<file path="src/rtl/int_types_pkg.sv">
// Shared integer-type definitions for the widening pipe: type tags, native widths
// and the tag-to-width lookup used by the decode stage.
package int_types_pkg;

    localparam int unsigned KIND_W = 3;
    localparam int unsigned VW_W   = 7;
    localparam int unsigned MAX_VW = 64;

    // Width reported for an illegal tag; doubles as the error marker in decode.
    localparam logic [VW_W-1:0] ERR_WIDTH = VW_W'(0);

    typedef enum logic [KIND_W-1:0] {
        KIND_BYTE     = 3'd0,
        KIND_SHORTINT = 3'd1,
        KIND_INT      = 3'd2,
        KIND_LONGINT  = 3'd3,
        KIND_VEC      = 3'd4
    } kind_e;

    localparam logic [VW_W-1:0] KIND_WIDTH [4] = '{7'd8, 7'd16, 7'd32, 7'd64};

    function automatic logic [VW_W-1:0] width_of(input logic [KIND_W-1:0] kind,
                                                 input logic [VW_W-1:0]   vwidth);
        logic [VW_W-1:0] w;
        w = ERR_WIDTH;
        if (kind < KIND_W'(KIND_VEC)) begin
            w = KIND_WIDTH[kind[1:0]];
        end else if ((kind == KIND_W'(KIND_VEC)) && (vwidth != '0) &&
                     (vwidth <= VW_W'(MAX_VW))) begin
            w = vwidth;
        end
        return w;
    endfunction

endpackage

</file>
<file path="src/rtl/int_skid_buf.sv">
// Two-entry valid/ready skid buffer with registered outputs. A pop from a full
// buffer frees a slot for a push on the same edge.
module int_skid_buf #(
    parameter int unsigned WIDTH = 8
) (
    input  logic             clk,
    input  logic             rst_n,
    input  logic             in_valid,
    output logic             in_ready_c,
    input  logic [WIDTH-1:0] in_data,
    output logic             out_valid,
    input  logic             out_ready,
    output logic [WIDTH-1:0] out_data,
    output logic             full_next_c
);

    logic [1:0]       count_q;
    logic [1:0]       count_d;
    logic [WIDTH-1:0] head_q;
    logic [WIDTH-1:0] tail_q;
    logic             out_valid_q;
    logic             push;
    logic             pop;

    assign pop        = out_valid_q && out_ready;
    assign in_ready_c = (count_q != 2'd2) || pop;
    assign push       = in_valid && in_ready_c;

    // Occupancy after this edge's push/pop.
    always_comb begin
        count_d = count_q;
        case ({push, pop})
            2'b10:   count_d = count_q + 2'd1;
            2'b01:   count_d = count_q - 2'd1;
            default: count_d = count_q;
        endcase
        full_next_c = (count_d == 2'd2);
    end

    always_ff @(posedge clk or negedge rst_n) begin
        if (!rst_n) begin
            count_q     <= 2'd0;
            out_valid_q <= 1'b0;
            head_q      <= '0;
            tail_q      <= '0;
        end else begin
            count_q     <= count_d;
            out_valid_q <= (count_d != 2'd0);
            if (push && ((count_q == 2'd0) || ((count_q == 2'd1) && pop))) begin
                head_q <= in_data;
            end else if (pop && (count_q == 2'd2)) begin
                head_q <= tail_q;
            end
            if (push && (((count_q == 2'd1) && !pop) || (count_q == 2'd2))) begin
                tail_q <= in_data;
            end
        end
    end

    assign out_valid = out_valid_q;
    assign out_data  = head_q;

endmodule

</file>
<file path="src/rtl/int_widen_pipe.sv">
// Pipelined integer-type normaliser: decode (width/mask/sign), extend to OUT_W,
// then a 2-entry output skid buffer with saturating transfer/error counters.
module int_widen_pipe
    import int_types_pkg::*;
#(
    parameter int unsigned IN_W  = 64,
    parameter int unsigned OUT_W = 128,
    parameter int unsigned CNT_W = 16
) (
    input  logic             clk,
    input  logic             rst_n,
    input  logic             in_valid,
    output logic             in_ready,
    input  logic [2:0]       in_kind,
    input  logic             in_signed,
    input  logic [6:0]       in_vwidth,
    input  logic [IN_W-1:0]  in_data,
    output logic             out_valid,
    input  logic             out_ready,
    output logic [OUT_W-1:0] out_data,
    output logic [6:0]       out_width,
    output logic             out_neg,
    output logic             out_err,
    output logic [CNT_W-1:0] xfer_count,
    output logic [CNT_W-1:0] err_count
);

    localparam int unsigned PAY_W = OUT_W + VW_W + 2;

    logic             adv_c;
    logic             full_next_c;
    logic             in_ready_q;

    logic [VW_W-1:0]  dec_width;
    logic [IN_W-1:0]  dec_data;
    logic             dec_sign;

    logic             s1_valid;
    logic [VW_W-1:0]  s1_width;
    logic [IN_W-1:0]  s1_data;
    logic             s1_sign;
    logic             s1_signed;
    logic             s1_err;

    logic [OUT_W-1:0] s1_data_w;
    logic [OUT_W-1:0] ext_data;
    logic             ext_fill;

    logic             s2_valid;
    logic [OUT_W-1:0] s2_data;
    logic [VW_W-1:0]  s2_width;
    logic             s2_neg;
    logic             s2_err;

    logic [PAY_W-1:0] buf_out;
    logic             pop;
    logic [CNT_W-1:0] xfer_count_q;
    logic [CNT_W-1:0] err_count_q;

    // Decode: width lookup, mask to width, pick the source MSB.
    always_comb begin
        dec_width = width_of(in_kind, in_vwidth);
        dec_data  = '0;
        dec_sign  = 1'b0;
        for (int i = 0; i < int'(IN_W); i++) begin
            if (i < int'(dec_width)) begin
                dec_data[i] = in_data[i];
            end
            if ((i + 1) == int'(dec_width)) begin
                dec_sign = in_data[i];
            end
        end
    end

    // The whole pipe advances whenever the buffer can take s2's entry.
    always_ff @(posedge clk or negedge rst_n) begin
        if (!rst_n) begin
            s1_valid  <= 1'b0;
            s1_width  <= '0;
            s1_data   <= '0;
            s1_sign   <= 1'b0;
            s1_signed <= 1'b0;
            s1_err    <= 1'b0;
        end else if (adv_c) begin
            s1_valid  <= in_valid && in_ready_q;
            s1_width  <= dec_width;
            s1_data   <= dec_data;
            s1_sign   <= dec_sign;
            s1_signed <= in_signed;
            s1_err    <= (dec_width == ERR_WIDTH);
        end
    end

    // Extend: keep the low W bits, fill the rest with the effective sign.
    always_comb begin
        s1_data_w = OUT_W'(s1_data);
        ext_fill  = s1_signed & s1_sign;
        ext_data  = '0;
        for (int i = 0; i < int'(OUT_W); i++) begin
            ext_data[i] = (i < int'(s1_width)) ? s1_data_w[i] : ext_fill;
        end
    end

    always_ff @(posedge clk or negedge rst_n) begin
        if (!rst_n) begin
            s2_valid <= 1'b0;
            s2_data  <= '0;
            s2_width <= '0;
            s2_neg   <= 1'b0;
            s2_err   <= 1'b0;
        end else if (adv_c) begin
            s2_valid <= s1_valid;
            s2_data  <= ext_data;
            s2_width <= s1_width;
            s2_neg   <= ext_fill;
            s2_err   <= s1_err;
        end
    end

    int_skid_buf #(
        .WIDTH(PAY_W)
    ) u_skid (
        .clk        (clk),
        .rst_n      (rst_n),
        .in_valid   (s2_valid),
        .in_ready_c (adv_c),
        .in_data    ({s2_data, s2_width, s2_neg, s2_err}),
        .out_valid  (out_valid),
        .out_ready  (out_ready),
        .out_data   (buf_out),
        .full_next_c(full_next_c)
    );

    assign {out_data, out_width, out_neg, out_err} = buf_out;

    // in_ready tracks post-edge buffer occupancy, so it never needs out_ready.
    always_ff @(posedge clk or negedge rst_n) begin
        if (!rst_n) begin
            in_ready_q <= 1'b1;
        end else begin
            in_ready_q <= !full_next_c;
        end
    end

    assign in_ready = in_ready_q;
    assign pop      = out_valid && out_ready;

    always_ff @(posedge clk or negedge rst_n) begin
        if (!rst_n) begin
            xfer_count_q <= '0;
            err_count_q  <= '0;
        end else if (pop) begin
            if (xfer_count_q != '1) begin
                xfer_count_q <= xfer_count_q + CNT_W'(1);
            end
            if (out_err && (err_count_q != '1)) begin
                err_count_q <= err_count_q + CNT_W'(1);
            end
        end
    end

    assign xfer_count = xfer_count_q;
    assign err_count  = err_count_q;

endmodule
</file>
<file path="config.mk">
export PLATFORM = sky130hd
export DESIGN_NAME = int_widen_pipe
export DESIGN_NICKNAME = d
export VERILOG_FILES = /design/src/rtl/int_types_pkg.sv /design/src/rtl/int_skid_buf.sv /design/src/rtl/int_widen_pipe.sv
export SDC_FILE = /design/constraint.sdc
export NUM_CORES = 1
export LEC_CHECK = 0
export BUFFER_PORTS_ARGS = -buffer_cell sky130_fd_sc_hd__buf_2
export CAP_MARGIN = 20
export CORE_ASPECT_RATIO = 1.1
export CORE_MARGIN = 2
export CORE_UTILIZATION = 55
export CTS_BUF_LIST = sky130_fd_sc_hd__clkbuf_8
export CTS_CLUSTER_SIZE = 10
export DETAILED_ROUTE_END_ITERATION = 12
export GPL_TIMING_DRIVEN = 0
export PLACE_DENSITY = 0.74
export SLEW_MARGIN = 20
export SYNTH_ARGS = -nofsm -noshare
export SYNTH_HDL_FRONTEND = slang
export SYNTH_SLANG_ARGS = --single-unit
</file>
<file path="constraint.sdc">
create_clock -name clk -period 2.91 [get_ports clk]
set_input_delay 0.582 -clock clk [delete_from_list [all_inputs] [get_ports clk]]
set_output_delay 0.582 -clock clk [all_outputs]
set_load 0.02 [all_outputs]
</file>
# Yosys cells after proc, flatten, opt, wreduce, memory -nomap -nowiden
# Cells that the tools add are included.
# totals
word_cells	577
inputBits	79
register_bits	523
# classes
mux	263
n_addsub	4
n_reduce_logical	23
eq_ne	73
magnitude_cmp	194
bitwise	2
# op_table
op	count
$lt A6 B7 Y1 const A	64
$lt A7 B7 Y1 const A	63
$mux W137	2
$mux W1	255
$eq A7 B7 Y1 const A	33
$lt A5 B7 Y1 const A	32
$eq A6 B7 Y1 const A	16
$lt A4 B7 Y1 const A	16
$eq A5 B7 Y1 const A	8
$lt A3 B7 Y1 const A	8
$add A16 B1 Y16 const B	2
$ne A16 B16 Y1 const B	2
$eq A4 B7 Y1 const A	4
$lt A1 B7 Y1 const A	4
$lt A2 B7 Y1 const A	4
$mux W7	4
$bmux W7 S2	1
$eq A3 B7 Y1 const A	2
$logic_and A1 B1 Y1	11
$eq A2 B7 Y1 const A	1
$le A7 B7 Y1 const B	1
$logic_not A7 Y1	1
$reduce_bool A7 Y1	1
$eq A2 B2 Y1 const B	3
other kinds (15)	21

# Logic depth before layout (Yosys ltp)
# Gate-level depths: netlist (run 1).
# depth
word_depth	70
depth_mapped	11
ltp_nobuf	8

# By module
# A second synthesis (run 1) with hierarchy kept.
# hier_totals
hier_cells	2269
hier_area_um2	24049.3
# by_module_without_submodules
module	area_per_inst_um2	cells_each	instances
int_widen_pipe	12426.9	1356	1
int_skid_buf	11622.4	913	1

# Least setup slack after synthesis (run 1)
# No wires, ideal clock.
# synth_path
path_kind	input to register
from	in in_kind[1]
to	reg s1_sign
setup_time_ps	94
t_arrival_ps	2608
path_buffers	2
path_slack_ps	208
required_ps	2816
path_stages	9
cell_sequence	clkbuf_1 > or4b_1 > buf_2 > nor3b_4 > o22ai_1 > and3_4 > a2111oi_4 > o211ai_1 > a221oi_2
# synth_between
elab_chain_len	70
elab_cells_between_ends	138
cone_classes	1 x order compare; 65 x eq/ne; 69 x mux; 1 x bitwise; 2 x reduce/logical
# synth_rtl
item	line	rtl
start, declared	int_widen_pipe.sv:14	input logic [2:0] in_kind,
$not A2 Y3 (implied by the code) / $eq A3 B3 Y1 (equally long branches)	int_types_pkg.sv:27, int_types_pkg.sv:28	
$bmux W7 S2 / $logic_and A1 B1 Y1 (equally long branches)	int_types_pkg.sv:27, int_types_pkg.sv:28	
$mux W7 (implied by the code) / $logic_and A1 B1 Y1 (equally long branches)	int_types_pkg.sv:27, int_types_pkg.sv:28	
$mux W7 (on tied branches)	int_types_pkg.sv:27, int_types_pkg.sv:28	
$mux W7 (*)	int_types_pkg.sv:26	if (kind < KIND_W'(KIND_VEC)) begin
$eq A2 B7 Y1	int_widen_pipe.sv:69	if ((i + 1) == int'(dec_width)) begin
$mux W1 (63 in series)	int_widen_pipe.sv:69	
$mux W1 (*)	int_widen_pipe.sv:69	
end signal, assigned	int_widen_pipe.sv:88	s1_sign <= dec_sign;
end, declared	int_widen_pipe.sv:41	logic s1_sign;
# Mark *: on every way between the ends. The rest lies on a longest branch, timed or not. The select of a mux whose other input is x is not followed.
# A chain may end at the register's enable or synchronous reset.

# Worst setup path in the final report (run 1)
# layout_path
from	in in_vwidth[1]
to	reg s1_sign
# layout_between
elab_chain_len	70
elab_cells_between_ends	134
cone_classes	1 x order compare; 64 x eq/ne; 66 x mux; 3 x reduce/logical
# layout_rtl
item	line	rtl
start, declared	int_widen_pipe.sv:16	input logic [6:0] in_vwidth,
branches (longest 3 deep; another with $le A7 B7 Y1)	-	
$mux W7 (*)	int_types_pkg.sv:28	end else if ((kind == KIND_W'(KIND_VEC)) && (vwidth != '0) &&
$mux W7 (*)	int_types_pkg.sv:26	
$eq A2 B7 Y1	int_widen_pipe.sv:69	
$mux W1 (63 in series)	int_widen_pipe.sv:69	
$mux W1 (*)	int_widen_pipe.sv:69	
# Every way passes the cells marked *.

==> run metrics, run 1 <==
outcome=finished, violations left; failing checks=setup timing; Placed Area=25600 um^2; first-pass GRT wire length=about 130 mm; dpl ws=-1.47 ns; Syn-to-layout area delta=16.8%; Seq cells post-synth=520; TritonRoute pass-1 iters=8; setup tns final=-0.0714 ns; max_slew headroom=26.7%; vias in the first global route=20350; initial cell density of the core=55.6%; max cap viols=0; Worst Hold Slack=~0.11 ns; crit path launch=in_vwidth[1]; Die Area=between 40000 and 50000 um^2; CTS root buffer=clkbuf_8; # port buffers=between 200 and 250; num ports=250; Clock transition at path regs=0.06 ns; post-route core utilization=65.0%; final WL=91.5 mm; f_max=335 MHz; Synth Warn #=0; HPWL Detailed=67.9 mm; RSZ-0062 raised after global routing=false; row cnt=79; die height=about 220 um; commonest register cell after synthesis=dfrtp_1; critical path arrival=3.51 ns; cell mode on critical path=buf_2; setup ws final=-0.0714 ns; Cell Area, Synth=around 24000 um^2; fin crit share=102%; WS Path Type=input pin to flip-flop; DIE WIDTH=201 um; worst-path maximum fanout=10; sequential-to-total area share from yosys stat=a little under three fifths; Tot Pwr=30.2 mW; Hold Vio Cnt, Final=0; DR DRC count=0; DR iter-0 viols=2091; Syn Nets=2307; CP bufs+invs=3; worst vdd ir=0.515 mV; Post-Syn Area per Cell=10.6 um^2; grt ovf=0; pwr/cell area=1100 nW/um^2; # clock sinks=520; worst r2r src=u_skid.out_valid$_DFF_PN0_; most frequent cells in the layout=dfrtp_1 (519), a21oi_1 (266), buf_2 (257), nor2_1 (249), nand2_1 (216); largest family of logic cells by synthesized area=multiplexers; GPL Wtd Cong=1.03; post-synthesis mux area share=14.5%; Worst R2R Setup Slack=0.06 ns; Worst EP required=3.44 ns; DR vias/cell=6.34; Mapped Cells=~2200; async set-reset flop share out of synthesis=100%; Finish-stage setup viols=1; Inst Count DP=just over 3000; area share of xor/xnor cells in the synthesized design=1.15%; CP Capture Type=flip-flop; Layout Nets=2649; RR Endpoint=s2_data[113]$_DFFE_PN0N_; crit path to=s1_sign$_DFFE_PN0N_; fin area=27500 um^2; cell family with most CP delay=compound AO/OA/AOI/OAI gates; Slew Limit Fails=0; multi-input logic area=9970 um^2; library cells used by synthesis=78; Slowest cell on crit path=o211a_1; WHS Path Cells=3; Simple-Gate Fraction of Synth Area=11.7%; R2R depth=6; initial antenna violation count=2; clock buffer depth=3; share of cells above drive strength 1=23.3%; Worst path max stage delay=0.43 ns; adder-cell share of the synthesized area=0.266%; Core ar.=42300 um^2; filler instances=3333; Slew @ Worst Pin=between 1 and 1.5 ns; Startpoint Class=input pin; Max H-tree Level=3; wire per inst=28.7 um; Critical Path Stages=10; clock period minus worst slack=2.98 ns; Synth Area in Compound Gates=approximately 14%; DR vias=20237; total track usage=41.0%; Routed Antenna Nets=0; largest net degree at the start of global routing=roughly 100; LEAKAGE=14.1 nW; Register Area=13000 um^2; CTS tree=built; Post-synth EDFFs=0; final cell count without fillers=3191; clock skew=between 0.03 and 0.04 ns; cells along the critical path=buf_2, buf_2, clkinv_2, nand2_1, nand3_2, a21oi_2, o32ai_1, a211oi_1, o211a_1, a221oi_2; most common cell after layout, fill and taps aside=dfrtp_1; CTS Buf Count=between 80 and 90; clock network latency to the later pin of the worst-skew pair=0.68 ns; Hold Path Class=input pin to flip-flop
synth_stat cells, types with 7 or more instances:
library cell  count  share of area, %
nor2_1          252               4.0
nand2b_1         12              0.32
and2_1            9              0.24
dfrtp_1         519                55
nand2_1         218               3.5
a221o_1          18              0.77
nand4_1          13              0.35
o21ai_0         119               2.5
inv_1            13              0.21
and3_1           12              0.32
a22o_1           16              0.60
xor2_1            7              0.26
xnor2_1          24              0.89
mux2_2          139               6.7
o2111ai_1         8              0.30
a21oi_1         273               5.8
nor2b_1          10              0.27
nand3_1          46              0.98
o22ai_1           9              0.24
buf_1            12              0.19
a32o_1           29               1.2
mux2i_1         184               7.8
a31oi_1          10              0.27
clkbuf_1        133               2.1
nor3_1           10              0.21
a21o_1           14              0.45
or2_2            11              0.29
tightest hold or removal path: cells and delay by family:
kind | cells | cell delay, ns
buffers and inverters | 1 | 0.07
AND/OR/NAND/NOR | 2 | 0.09
layer usage:
layer | vias up | routed length [um] | track usage, % | part of all wire (%)
li1 | 8592 | - | - | -
met1 | 10106 | 34800 | 52.5 | 38
met2 | 1226 | 41600 | 62.6 | 45
met3 | 311 | 7910 | 7.64 | 8.6
met4 | 2 | 7210 | 30.7 | 7.9
met5 | - | 13 | 0 | 0.014
state kept, by name, summed over array words and instances (netlist names):
signal            flops
in_ready              1
s1_valid              1
s1_data              64
s2_data             128
u_skid.tail_q       136
s2_width              7
s1_width              7
u_skid.count_q        2
xfer_count           16
s1_err                1
u_skid.out_data     136
u_skid.out_valid      1
s1_signed             1
s1_sign               1
s2_valid              1
s2_err                1
err_count            16
repair_timing:
action | 4_1_cts | 5_1_grt
buffers inserted | 5 | 1
hold buffers | 1 | 0
hold endpoints to repair | 76 | 0
cloned | 0 | 0
endpoints found under the setup margin | 200 | 192
pin swaps | 3 | 0
gates resized for setup | 43 | 43
how the worst min path moves through the flow:
stage                       startpoint                        to
2_1_floorplan                    rst_n  err_count[0]$_DFFE_PN0P_
3_3_place_gp    s1_data[7]$_DFFE_PN0N_    s1_data[7]$_DFFE_PN0N_
3_5_place_dp   s1_data[18]$_DFFE_PN0N_   s1_data[18]$_DFFE_PN0N_
4_1_cts                      in_signed     s1_signed$_DFFE_PN0N_
5_1_grt                      in_signed     s1_signed$_DFFE_PN0N_
6_report                     in_signed     s1_signed$_DFFE_PN0N_
power breakdown:
| part | switching [mW] | leakage (nW) | internal, mW | total (mW) |
|---|---|---|---|---|
| Combinational | 7.48 | 6.43 | 4.18 | 11.7 |
| Sequential | 2.30 | 6.72 | 10.0 | 12.3 |
| Clock | 2.90 | 0.939 | 3.31 | 6.22 |
area by class of cell:
type	count	share of cell area (%)
Clock buffer	105	5.26
Buffer	153	2.40
Inverter	14	0.196
Antenna cell	1	0.00910
Multi-Input combinational cell	1535	36.3
Sequential cell	520	47.4
Clock inverter	37	0.683
Timing Repair Buffer	259	5.24
Tap cell	567	2.58
cells by family after synthesis:
kind of cell | count (synthesis)
DFF | 520
xor gates and xnor gates | 31
buffers and inverters | 168
AOI/OAI and AO/OA | 553
adders and majority gates | 5
and+or+nand+nor | 623
muxes | 323
Note: power is estimated with default switching activity, not from simulation.
==> run 2, diff against run 1 <==
--- a/config.mk
+++ b/config.mk
@@ -15,6 +15,7 @@
 export DETAILED_ROUTE_END_ITERATION = 12
 export GPL_TIMING_DRIVEN = 0
 export PLACE_DENSITY = 0.74
+export SETUP_SLACK_MARGIN = 0.05
 export SLEW_MARGIN = 20
 export SYNTH_ARGS = -nofsm -noshare
 export SYNTH_HDL_FRONTEND = slang
==> constraint.sdc (replaced) <==
create_clock -name clk -period 2.91 [get_ports clk]
set_input_delay 0.582 -clock clk [delete_from_list [all_inputs] [get_ports clk]]
set_output_delay 0.582 -clock clk [all_outputs]
set_load 0.05 [all_outputs]
==> run 2 against run 1 <==
Net effect:
- the flow now finishes without violations
- critical path depth fell by 1
- largest power group is now combinational cells
- sequential power hardly changed
- die area stayed put
- via count increased by 0.32%
- first-iteration DRC count fell by 8.4%
- critical path type unchanged
- non-clock buffer count grew 1
- global-route usage about the same
==> run metrics, run 2 (synthesis results as in run 1) <==
Finish-stage setup viols=0 (-1); Max H-tree Level=3 (unchanged); largest net degree at the start of global routing=102 (unchanged); Core ar.=42300 um^2 (unchanged); initial antenna violation count=2 (unchanged); f_max=346 MHz (+3.1%); post-route core utilization=65.0% (+0.071 points); critical path arrival=3.43 ns (-0.08 ns); grt ovf=0 (unchanged); Routed Antenna Nets=0 (unchanged); first-pass GRT wire length=133 mm (about the same); Worst EP required=3.45 ns (about the same); share of cells above drive strength 1=23.3% (+0.029 points); Worst path max stage delay=0.44 ns (about the same); Clock transition at path regs=0.06 ns (about the same); Startpoint Class=input pin; HPWL Detailed=67.9 mm (unchanged); max cap viols=0 (unchanged); most frequent cells in the layout=dfrtp_1 (519), a21oi_1 (266), buf_2 (256), nor2_1 (249), nand2_1 (216); wire per inst=28.6 um (-0.18%); final WL=91.4 mm (-0.15%); DR vias=20302 (+0.32%); clock network latency to the later pin of the worst-skew pair=0.68 ns (about the same); CTS Buf Count=82 (unchanged); DR vias/cell=6.36 (+0.29%); DR iter-0 viols=1916 (-8.4%); Hold Path Class=input pin to flip-flop; Slowest cell on crit path=clkbuf_1; worst vdd ir=0.787 mV (+53%); clock skew=0.0345 ns (+0.00131 ns); GPL Wtd Cong=1.03 (unchanged); Worst R2R Setup Slack=0.11 ns (+0.05 ns); Die Area=44500 um^2 (unchanged); Syn-to-layout area delta=16.9%; total track usage=41.0% (about the same); filler instances=3325 (-0.24%); max_slew headroom=25.9% (-0.76 points); CP Capture Type=flip-flop; Slew Limit Fails=0 (unchanged); setup ws final=0.0193 ns (+0.0907 ns); RSZ-0062 raised after global routing=false; num ports=250 (unchanged); DIE WIDTH=201 um (unchanged); dpl ws=-1.47 ns (unchanged); clock period minus worst slack=2.89 ns (-0.0907 ns); WS Path Type=input pin to flip-flop; CTS root buffer=clkbuf_8; fin crit share=99.3% (-3.1 points); outcome=completed; row cnt=79 (unchanged); worst-path maximum fanout=9 (-1); initial cell density of the core=55.6% (unchanged); # port buffers=247 (unchanged); Hold Vio Cnt, Final=0 (unchanged); pwr/cell area=1190 nW/um^2 (+8.0%); # clock sinks=520 (unchanged); Slew @ Worst Pin=1.10 ns (+0.0113 ns); die height=221 um (unchanged); cells along the critical path=clkbuf_1, nor2_2, nand4_1, a21boi_2, nand2b_1, o311ai_0, a21oi_2, o211a_1, a221oi_2; TritonRoute pass-1 iters=6 (-2); vias in the first global route=20371 (+0.10%); most common cell after layout, fill and taps aside=dfrtp_1; clock buffer depth=3 (unchanged); Layout Nets=2650 (+0.038%); CTS tree=built; LEAKAGE=14.1 nW (about the same); DR DRC count=0 (unchanged)
run 2: cell types whose count changed in the layout (fill, tap and decap cells not counted):
cell	delta
clkbuf_8	+2
buf_4	-2
o21ai_1	+1
clkbuf_4	+2
o21ai_0	-1
nand3_2	-1
nand3_4	+1
buf_2	-1
run 2: repair_timing:
action                     4_1_cts  5_1_grt
setup buffers                    6        2
hold buffers                     1        0
resized for setup               55       24
setup endpoints to repair      229      170
pin swaps                        4        1
hold endpoints to repair        76        0
run 2: path summary, 6_finish.rpt:
check / cells after the start / endpoint / start
max: 9 / s1_sign$_DFFE_PN0N_ / in_vwidth[3]
min: 3 / s1_signed$_DFFE_PN0N_ / in_signed
max reg2reg: 6 / s1_data[18]$_DFFE_PN0N_ / u_skid.out_valid$_DFF_PN0_
min reg2reg: 2 / s1_data[7]$_DFFE_PN0N_ / s1_data[7]$_DFFE_PN0N_
max in group asynchronous: 4 / u_skid.out_data[88]$_DFFE_PN0P_ / rst_n
min in group asynchronous: 2 / xfer_count[8]$_DFFE_PN0P_ / rst_n
run 2: metrics by stage:
stage | total power [mW] | cell area [um^2] | hold slack (ns) | setup TNS (ns) | std cells
final | 32.6 | 27500 | 0.108 | 0 | 3192
after global routing | 33.9 | 27500 | 0.147 | 0 | 3191
after floorplan | 21.2 | 23500 | 0.286 | 0 | 2223
after global placement | 25.6 | 25500 | 0.454 | -4673.88 | 3037
after CTS | 32.4 | 27500 | 0.100 | 0 | 3190
after detailed placement | 26.1 | 25600 | 0.459 | -107.15 | 3042
run 2: routing by layer:
layer  up-vias  share of wire (%)  routed length, um  global-route usage [%]
met5         -              0.014                 13                       0
met1     10185                 38              34300                    52.4
li1       8587                  -                  -                       -
met4         2                8.2               7530                    30.6
met3       318                8.9               8140                    7.76
met2      1210                 45              41400                    62.7
run 2: cell type report:
type	count	area, um^2	area share [%]
Sequential cell	520	13000	47.3
Timing Repair Buffer	261	1450	5.28
Antenna cell	1	2.50	0.00910
Multi-Input combinational cell	1535	9980	36.3
Tap cell	567	709	2.58
Buffer	152	667	2.42
Inverter	14	53.8	0.196
Clock inverter	37	188	0.682
Clock buffer	105	1450	5.25
run 2: worst max-delay path: cells and delay by family:
family	cells	cell delay [ns]
AO/OA/AOI/OAI	5	1.59
buffers and inverters	1	0.44
AND/OR/NAND/NOR	3	0.82
run 2: where the power goes:
part | switching [mW] | internal, mW | leakage (nW)
combinational | 9.91 | 4.19 | 6.45
clock | 2.90 | 3.31 | 0.939
sequential | 2.30 | 10.0 | 6.72
total | 15.1 | 17.5 | 14.1
==> run 3, diff against run 2 <==
--- a/config.mk
+++ b/config.mk
@@ -13,7 +13,7 @@
 export CTS_BUF_LIST = sky130_fd_sc_hd__clkbuf_8
 export CTS_CLUSTER_SIZE = 10
 export DETAILED_ROUTE_END_ITERATION = 12
-export GPL_TIMING_DRIVEN = 0
+export GPL_TIMING_DRIVEN = 1
 export PLACE_DENSITY = 0.74
 export SETUP_SLACK_MARGIN = 0.05
 export SLEW_MARGIN = 20
==> run 3 against run 2 <==
Net effect:
- flip-flop and latch count is the same
- hold slack gained 0.079 ns
- cell area grew 2.6%
- fmax grew 16%
- routed wire length shrank 15%
- die area is the same
- sequential share of layout area shrank 1.2 points
- sequential power is essentially flat
- critical path type is now flip-flop to flip-flop
- global-route usage shrank 6.1 points
==> run metrics, run 3 (synthesis results as in run 1) <==
WHS Path Cells=3 (unchanged); post-route core utilization=66.8% (+1.7 points); # clock sinks=520 (unchanged); Worst path max stage delay=0.37 ns (-0.07 ns); setup ws final=0.413 ns (+0.393 ns); most common cell after layout, fill and taps aside=dfrtp_1; R2R depth=8 (+2); critical path arrival=3.03 ns (-0.40 ns); most frequent cells in the layout=dfrtp_1 (519), a21oi_1 (273), nor2_1 (252), buf_2 (248), nand2_1 (216); Worst EP required=3.45 ns (about the same); worst r2r src=u_skid.count_q[0]$_DFF_PN0_; clock period minus worst slack=2.50 ns (-0.393 ns); cells along the critical path=inv_1, ha_1, a21oi_1, nand2_1, a21boi_4, buf_12, buf_4, mux2_2; filler instances=3289 (-1.1%); Clock transition at path regs=0.06 ns (about the same); DR DRC count=0 (unchanged); Register Area=13000 um^2 (unchanged); vias in the first global route=19425 (-4.6%); Seq pwr share=38.5% (+0.7 points); Inst Count DP=3078 (+1.2%); share of cells above drive strength 1=27.4% (+4.1 points); Hold Path Class=input pin to flip-flop; initial antenna violation count=0 (-2); worst vdd ir=0.778 mV (-1.2%); WS Path Type=flip-flop to flip-flop; CP Capture Type=flip-flop; dpl ws=-0.0259 ns (+1.45 ns); HPWL Detailed=57.9 mm (-15%); multi-input logic area=9910 um^2 (-0.70%); LEAKAGE=14.7 nW (+4.0%); TritonRoute pass-1 iters=6 (unchanged); Worst Hold Slack=0.186 ns (+0.0787 ns); outcome=completed; num ports=250 (unchanged); final WL=77.7 mm (-15%); Slew Limit Fails=0 (unchanged); final cell count without fillers=3218 (+0.81%); Critical Path Stages=8 (-1); max_slew headroom=51.4% (+25 points); setup tns final=0 ns (unchanged); cell family with most CP delay=buffers and inverters; pwr/cell area=1120 nW/um^2 (-5.8%); # port buffers=249 (+0.81%); Psw=13.9 mW (-7.9%); RSZ-0062 raised after global routing=false; fin crit share=85.8% (-14 points); Syn-to-layout area delta=20.0%; wire per inst=24.1 um (-16%); f_max=400 MHz (+16%); CTS root buffer=clkbuf_8; clock network power share=19.1% (about the same); CTS tree=built; Slew @ Worst Pin=0.720 ns (-0.380 ns); Ant. Diodes=0 (-1); Die Area=44500 um^2 (unchanged); GPL Wtd Cong=0.965 (-6.7%); Layout Nets=2680 (+1.1%); clock network latency to the later pin of the worst-skew pair=0.67 ns (about the same); CP bufs+invs=3 (+2); Max H-tree Level=3 (unchanged); grt ovf=0 (unchanged); worst-path maximum fanout=32 (+23); DR vias/cell=6.02 (-5.3%); CTS Buf Count=82 (unchanged); Core ar.=42300 um^2 (unchanged); total track usage=34.9% (-6.1 points); clock buffer depth=3 (unchanged); # resized after CTS=0 (-100%); Internal=17.6 mW (+0.57%); Logic pwr share=42.4% (-0.8 points); Finish-stage setup viols=0 (unchanged); Slowest cell on crit path=mux2_2; Sw Ratio=44.1% (-2.2 points); max cap viols=0 (unchanged); DR iter-0 viols=1661 (-13%); initial cell density of the core=55.6% (unchanged); clock skew=0.0313 ns (-0.00327 ns); DR vias=19373 (-4.6%); first-pass GRT wire length=118 mm (-11%); largest net degree at the start of global routing=135 (+32%); die height=221 um (unchanged); Routed Antenna Nets=0 (unchanged); crit path launch=u_skid.count_q[0]$_DFF_PN0_; row cnt=79 (unchanged); DIE WIDTH=201 um (unchanged); Startpoint Class=flip-flop; hold wc startpoint=in_valid; Hold Vio Cnt, Final=0 (unchanged)
run 3: path summary, 6_finish.rpt:
| check | slack (ns) | end |
|---|---|---|
| setup / recovery | 0.41 | u_skid.tail_q[4]$_DFFE_PN0P_ |
| hold / removal | 0.19 | s1_valid$_DFFE_PN0N_ |
| setup reg to reg | 0.41 | u_skid.tail_q[4]$_DFFE_PN0P_ |
| hold reg to reg | 0.46 | s2_err$_DFFE_PN0N_ |
| max in group asynchronous | 1.59 | s1_data[38]$_DFFE_PN0N_ |
| min in group asynchronous | 0.47 | s2_valid$_DFFE_PN0N_ |
run 3: final cells by class:
cell class	instances	area share, %
Timing Repair Buffer	443	10.5
Inverter	14	0.186
Sequential cell	520	46.1
Clock buffer	104	5.07
Clock inverter	35	0.598
Tap cell	567	2.51
Multi-Input combinational cell	1535	35.1
run 3: per-stage QoR:
step                power [mW]  cell area, um^2
CTS                       31.6            28200
global route              33.2            28200
detailed placement        25.5            26600
finish                    31.6            28200
global placement          25.0            26600
floorplan                 21.2            23500
run 3: repair_timing:
| action | in CTS | in global routing |
|---|---|---|
| buffers inserted | 0 | 0 |
| hold buffers | 1 | 0 |
| setup endpoints to repair | 0 | 0 |
| hold endpoints to repair | 47 | 0 |
run 3: metal layers:
layer	vias up	part of all wire, %	track usage [%]
met4	0	3.5	12.8
met3	150	5.9	5.18
met5	-	0	0
li1	8643	-	-
met2	744	48	57.0
met1	9836	43	47.9
run 3: power groups by stage:
stage          registers (mW)  logic [mW]  clock network, mW
5_1_grt                  12.4        14.3               6.49
3_5_place_dp             12.2        13.3                  0
3_3_place_gp             12.0        13.0                  0
4_1_cts                  12.1        13.4               6.13
2_1_floorplan            15.1        6.08                  0
6_report                 12.1        13.4               6.02
run 3: worst register-to-register path, stage by stage (launching register included):
cell,delay (ns)
dfrtp_1,0.35
inv_1,0.08
ha_1,0.30
a21oi_1,0.31
nand2_1,0.16
a21boi_4,0.20
buf_12,0.25
buf_4,0.36
mux2_2,0.37
